$ cat config.mk
export PLATFORM = sky130hd
export DESIGN_NAME = dmem_arbiter
export DESIGN_NICKNAME = d
export VERILOG_FILES = /design/src/rtl/dmem_arbiter.sv
export SDC_FILE = /design/constraint.sdc
export NUM_CORES = 1
export LEC_CHECK = 0
export CORE_AREA = 4 4 110 112
export CTS_BUF_LIST = sky130_fd_sc_hd__clkbuf_2
export CTS_CLUSTER_DIAMETER = 100
export DETAILED_ROUTE_END_ITERATION = 12
export DIE_AREA = 0 0 114 116
export DONT_BUFFER_PORTS = 1
export GPL_ROUTABILITY_DRIVEN = 0
export PLACE_DENSITY = 0.35
export SYNTH_ARGS = -nofsm -noshare
export SYNTH_HDL_FRONTEND = slang
export SYNTH_SLANG_ARGS = --single-unit
$ cat constraint.sdc
create_clock -name clk -period 5.4 [get_ports clk]
set_input_delay 0.27 -clock clk [delete_from_list [all_inputs] [get_ports clk]]
set_output_delay 0.27 -clock clk [all_outputs]
set_load 0.02 [all_outputs]
$ cat src/rtl/dmem_arbiter.sv
// Two-port round-robin arbiter in front of a single-port synchronous data RAM.
// Port 0 is the CPU data port, port 1 the loader/debug port; lock holds ownership for bursts.
module dmem_arbiter #(
  parameter int MEM_WORDS = 1024,
  parameter int AW        = 10
) (
  input  logic          clk,
  input  logic          rst_n,
  input  logic          req0,
  input  logic          req1,
  input  logic          lock0,
  input  logic          lock1,
  input  logic [31:0]   addr0,
  input  logic [31:0]   addr1,
  input  logic [31:0]   wdata0,
  input  logic [31:0]   wdata1,
  input  logic [3:0]    wen0,
  input  logic [3:0]    wen1,
  output logic          gnt0,
  output logic          gnt1,
  output logic          rvalid0,
  output logic          rvalid1,
  output logic [31:0]   rdata0,
  output logic [31:0]   rdata1,
  output logic          err0,
  output logic          err1,
  output logic          mem_en,
  output logic [AW-1:0] mem_addr,
  output logic [31:0]   mem_wdata,
  output logic [3:0]    mem_wen,
  input  logic [31:0]   mem_rdata
);

  typedef enum logic [1:0] {FREE, OWN0, OWN1} state_t;

  state_t      state_q, state_d;
  logic        last_gnt_q, last_gnt_d;

  logic        any_gnt;
  logic        in_range;
  logic [31:0] sel_addr;
  logic [31:0] sel_wdata;
  logic [3:0]  sel_wen;
  logic        unused_addr_lsb;

  logic        vld_p1;
  logic        port_p1;
  logic        rd_p1;
  logic        err_p1;

  always_ff @(posedge clk or negedge rst_n) begin
    if (!rst_n) begin
      state_q    <= FREE;
      last_gnt_q <= 1'b1;
    end else begin
      state_q    <= state_d;
      last_gnt_q <= last_gnt_d;
    end
  end

  // Lock is only consulted for the port that was just granted or that owns the RAM.
  always_comb begin
    state_d    = state_q;
    last_gnt_d = last_gnt_q;
    if (gnt0) begin
      last_gnt_d = 1'b0;
    end else if (gnt1) begin
      last_gnt_d = 1'b1;
    end
    unique case (state_q)
      FREE: begin
        if (gnt0 && lock0) begin
          state_d = OWN0;
        end else if (gnt1 && lock1) begin
          state_d = OWN1;
        end
      end
      OWN0:    if (!lock0) state_d = FREE;
      OWN1:    if (!lock1) state_d = FREE;
      default: state_d = FREE;
    endcase
  end

  // Grants are forced low while reset is asserted so nothing reaches the RAM.
  always_comb begin
    gnt0 = 1'b0;
    gnt1 = 1'b0;
    if (rst_n) begin
      unique case (state_q)
        FREE: begin
          if (req0 && req1) begin
            gnt0 = last_gnt_q;
            gnt1 = !last_gnt_q;
          end else begin
            gnt0 = req0;
            gnt1 = req1;
          end
        end
        OWN0:    gnt0 = req0;
        OWN1:    gnt1 = req1;
        default: ;
      endcase
    end
  end

  assign any_gnt         = gnt0 | gnt1;
  assign sel_addr        = gnt1 ? addr1  : addr0;
  assign sel_wdata       = gnt1 ? wdata1 : wdata0;
  assign sel_wen         = gnt1 ? wen1   : wen0;
  assign unused_addr_lsb = ^sel_addr[1:0];
  assign in_range        = ({2'b00, sel_addr[31:2]} < 32'(MEM_WORDS));

  assign mem_en    = any_gnt & in_range;
  assign mem_addr  = mem_en ? sel_addr[AW+1:2] : '0;
  assign mem_wdata = mem_en ? sel_wdata : '0;
  assign mem_wen   = mem_en ? sel_wen : '0;

  // ---- stage p1: response metadata, aligned with the RAM read latency ----
  always_ff @(posedge clk or negedge rst_n) begin
    if (!rst_n) begin
      vld_p1  <= 1'b0;
      port_p1 <= 1'b0;
      rd_p1   <= 1'b0;
      err_p1  <= 1'b0;
    end else begin
      vld_p1  <= any_gnt;
      port_p1 <= gnt1;
      rd_p1   <= (sel_wen == 4'b0000);
      err_p1  <= !in_range;
    end
  end

  assign rvalid0 = vld_p1 & ~port_p1;
  assign rvalid1 = vld_p1 &  port_p1;
  assign err0    = rvalid0 & err_p1;
  assign err1    = rvalid1 & err_p1;
  assign rdata0  = (rvalid0 && rd_p1 && !err_p1) ? mem_rdata : '0;
  assign rdata1  = (rvalid1 && rd_p1 && !err_p1) ? mem_rdata : '0;

endmodule

After elaboration in Yosys (flattened, before gate mapping)
Cells that the tools add are included.
{"block": "classes", "magnitude_cmp": 1, "n_eq_ne": 5, "muxes": 21, "bitwise_logic": 7, "reduce_logical": 14}
{"op": "$mux W32", "count": 5}
{"op": "$lt A30 B11 Y1 const B", "count": 1}
{"op": "$mux W10", "count": 1}
{"op": "$mux W2", "count": 4}
{"op": "$mux W4", "count": 2}
{"op": "$logic_and A1 B1 Y1", "count": 7}
{"op": "$mux W1", "count": 6}
{"op": "$pmux W2 S3", "count": 1}
{"op": "$and A1 B1 Y1", "count": 5}
{"op": "$logic_not A4 Y1", "count": 1}
{"op": "$ne A2 B2 Y1 const B", "count": 2}
{"op": "$pmux W1 S2", "count": 2}
{"op": "$logic_not A1 Y1", "count": 3}
{"op": "$ne A3 B3 Y1 const B", "count": 1}
{"op": "$reduce_and A3 Y1", "count": 1}
{"op": "$eq A2 B1 Y1 const B", "count": 1}
{"op": "$eq A2 B2 Y1 const B", "count": 1}
{"op": "$logic_not A2 Y1", "count": 1}
{"op": "$reduce_bool A2 Y1", "count": 1}
{"op": "$not A1 Y1", "count": 1}
{"op": "$or A1 B1 Y1", "count": 1}
{"block": "totals", "ff_bits": 7, "wordCells": 54}

Longest topological paths before layout
{"block": "depth", "depth_word": 8, "ltp_mapped": 7, "mapped_depth_nobuf": 5}

Worst setup path after synthesis
No wires, ideal clock.
{"block": "synth_timing", "path_type": "reg-to-output", "from": "reg last_gnt_q", "to": "out mem_wdata[26]", "arrival_time_ps": 1989, "required_ps": 5130, "path_slack_ps": 3141, "path_stages_with_launch": 8, "n_path_buf": 3, "cell_sequence": "dfstp_2 > and3b_1 > or2_2 > clkbuf_1 > buf_2 > buf_2 > mux2i_1 > nor3_1"}
{"block": "synth_via", "elab_chain_cells": 8, "elab_cells_between_ends": 13}
{"item": "start, declared", "line_no": "37", "text": "logic last_gnt_q, last_gnt_d;"}
{"item": "start signal, assigned", "line_no": "57", "text": "last_gnt_q <= last_gnt_d;"}
{"item": "$logic_not A1 Y1", "line_no": "93", "text": "gnt1 = !last_gnt_q;"}
{"item": "$mux W1", "line_no": "91", "text": "if (req0 && req1) begin"}
{"item": "$pmux W1 S2", "line_no": "89", "text": "unique case (state_q)"}
{"item": "$mux W1", "line_no": "88", "text": "if (rst_n) begin"}
{"item": "$mux W32", "line_no": "107", "text": "assign sel_addr = gnt1 ? addr1 : addr0;"}
{"item": "$lt A30 B11 Y1", "line_no": "111", "text": "assign in_range = ({2'b00, sel_addr[31:2]} < 32'(MEM_WORDS));"}
{"item": "$and A1 B1 Y1", "line_no": "113", "text": "assign mem_en = any_gnt & in_range;"}
{"item": "$mux W32 *", "line_no": "115", "text": "assign mem_wdata = mem_en ? sel_wdata : '0;"}
{"item": "end, declared", "line_no": "29", "text": "output logic [31:0] mem_wdata,"}
Every way passes the cells marked *; elsewhere a longest branch is shown, timed or not.

Worst setup path in the final report
{"block": "layout_timing", "from": "reg last_gnt_q", "to": "out mem_wen[1]"}
{"block": "layout_via", "elab_chain_cells": 8, "elab_cells_between_ends": 13}
{"item": "$logic_not A1 Y1 *", "line_no": "93"}
{"item": "$mux W1 *", "line_no": "91"}
{"item": "$pmux W1 S2 *", "line_no": "89"}
{"item": "$mux W1 *", "line_no": "88"}
{"item": "via gnt1", "line_no": "20", "text": "output logic gnt1,"}
{"item": "$mux W32", "line_no": "107"}
{"item": "$lt A30 B11 Y1", "line_no": "111"}
{"item": "$and A1 B1 Y1", "line_no": "113"}
{"item": "$mux W4 *", "line_no": "116", "text": "assign mem_wen = mem_en ? sel_wen : '0;"}
{"item": "end, declared", "line_no": "30", "text": "output logic [3:0] mem_wen,"}
Mark *: on every way through the listed nets, which the timed path passes. The rest lies on a longest branch.

==> metrics <==
crit path max fanout 23; Rows 39; TNS Setup 0 ps; vias in the first global route 1703; fin nets 388; top-area cell type share of the netlist area 0.265; Synth area leader mux2i_1; Layout fillers 1255; area of the mapped netlist 1740 um^2; pwr dens roughly 100 nW/um^2; worst skew pair latency roughly 230 ps; first-pass GRT wire length about 9 mm; Leak approximately 0.84 nW; actual slew at the worst max-slew pin 1090 ps; number of port buffers 0; outcome complete, no violations; maximum vdd drop 0.0245 mV; crit path DAT 2780 ps; Synth Area per Inst 7.65 um^2; post-DP HPWL 6.12 mm; register area 176 um^2; CTS Buffer Depth 2; final hold slack between 100 and 150 ps; Total Routing Usage GR 0.0875; Slew Limit Fails 0; MaxCap Viol Count 0; post-route ant nets 0; Tot Pwr approximately 0.00018 W; Max Clock Freq 328 MHz; Detailed Routing Iterations Pass 1 4; Post-Syn Instances 227; final clock period utilization by the worst path 0.565; htree depth 1; 1st-iter DRT viols 39; IO Pins 291; clock sinks 7; Area contributors post-synth mux2i_1 (27%), and2_1 (24%), nor3_2 (12%); RSZ-0062 raised after global routing false; Die ar. 13200 um^2; Initial Utilization 0.155; placed cell count about 350; routed len/inst 19.7 um; Clock Skew 7.40 ps; unique cell type count in the Yosys netlist 27; CTS buffer count 3; multi-input combinational cell area approximately 1400 um^2; final setup fails 0; register area share after synthesis 0.102; count leader, synth and2_1; Ant. Diodes 0; largest net degree at the start of global routing 49; layout cells sized above 1 0.146; FF+latch count, synth 7; Synth top cells by count and2_1 (66), mux2i_1 (46), nor3_1 (26), nor3_2 (20), clkbuf_1 (13); GRT overflow 0; Synth Flop Type dfrtp_1; Final Critical Period 3050 ps; final hold viol count 0; Area Growth Syn to Fin 7.71%; Worst-path clk slew 80 ps; Worst Setup Start Kind flop; async set or reset register ratio after synthesis 1.00; type of the worst setup path flop to output port; CP endpoint kind output port; number of flops mapped to enable cells by yosys 0; DRT Wirelength 7.02 mm; Die Wd 114 um; Final Non-Filler Cells approximately 360; CTS root buffer clkbuf_2; Setup WS post-layout 2350 ps; Post-Synthesis Net Count 401; routed vias/inst around 4.7; worst rel slew slack 0.272; CTS tree built; Die H 116 um; DRC Markers 0; initial antenna violation count 0; WP data required slightly above 5000 ps; Vias 1683; core outline area 11200 um^2; total number of yosys warnings 0; Hold Path Class primary input to flop; dpl ws 2560 ps
path summary, 6_finish.rpt:
kind	start	end	slack [ps]	cells past startpoint
min in group asynchronous	rst_n	state_q[1]	370	1
worst min register to register	last_gnt_q	last_gnt_q	490	2
worst max-delay path	last_gnt_q	mem_wen[1]	2350	6
worst min-delay path	lock1	state_q[1]	150	2
max in group asynchronous	rst_n	last_gnt_q	4730	1
worst max register to register	last_gnt_q	port_p1	3330	4
cells in the final DEF, fill, tap and decap left out, types with 2 or more instances in the layout:
master    synthesis  final
clkbuf_2          0      4
mux2i_1          46     46
and3_1            2      2
nor3_2           20     20
buf_4             0      3
nor4_1           10     10
nand2_1           2      2
and3b_1           3      3
or4_1             3      3
and2_1           66     66
nor2b_1           3      3
nor3_1           26     26
a21oi_1           3      3
inv_1             4      4
dfrtp_1           6      6
where the power goes:
| group | switching [W] | total, W | leakage, nW | internal, W |
|---|---|---|---|---|
| Combinational | 0.0000488 | 0.0000816 | 0.738 | 0.0000328 |
| Clock | 0.0000207 | 0.0000404 | 0.0166 | 0.0000197 |
| Sequential | 0.00000262 | 0.0000603 | 0.0856 | 0.0000577 |
| Total | 0.0000721 | 0.000182 | 0.840 | 0.000110 |
critical path, cell delays in order (launching register included):
cell,delay [ps]
dfstp_2,530
and3b_1,210
or2_2,600
buf_4,370
inv_1,190
mux2i_1,150
nor3_1,490
per-layer routing:
| layer | up-vias | track usage | routed length (um) |
|---|---|---|---|
| met4 | 0 | 0.0261 | 42 |
| met2 | 170 | 0.180 | 3960 |
| met3 | 2 | 0.0136 | 784 |
| met1 | 746 | 0.0893 | 2230 |
| li1 | 765 | - | - |
| met5 | - | 0 | 0 |
state kept, by name (all words and copies together), names as in the netlist:
signal,count
vld_p1,1
rd_p1,1
err_p1,1
port_p1,1
state_q,2
last_gnt_q,1
kinds of logic (layout without fill, tap and decap cells):
| family | count (synthesis) | after routing | share of synthesized area |
|---|---|---|---|
| flops | 7 | 7 | 0.102 |
| mux | 46 | 46 | 0.265 |
| buf+inv | 26 | 12 | 0.0713 |
| compound gates | 8 | 8 | 0.0310 |
| simple gates | 140 | 140 | 0.531 |
final cells by class:
class / instances / area share
Clock buffer: 4 / 0.0107
Sequential cell: 7 / 0.0943
Multi-Input combinational cell: 194 / 0.774
Tap cell: 143 / 0.0957
Timing Repair Buffer: 4 / 0.0174
Inverter: 4 / 0.00803
what timing repair did:
item,CTS,global route
setup buffers,0,0
gates resized for setup,0,0
setup endpoints to repair,0,0
hold buffers,1,0
hold endpoints to repair,7,0
per-stage QoR:
step / instance area, um^2 / util
3_3_place_gp: 1840 / 0.164
2_1_floorplan: 1740 / -
4_1_cts: 1870 / 0.167
3_5_place_dp: 1840 / 0.164
5_1_grt: 1870 / 0.167
6_report: 1870 / 0.167
No activity file was read; power rests on OpenSTA's default activity.
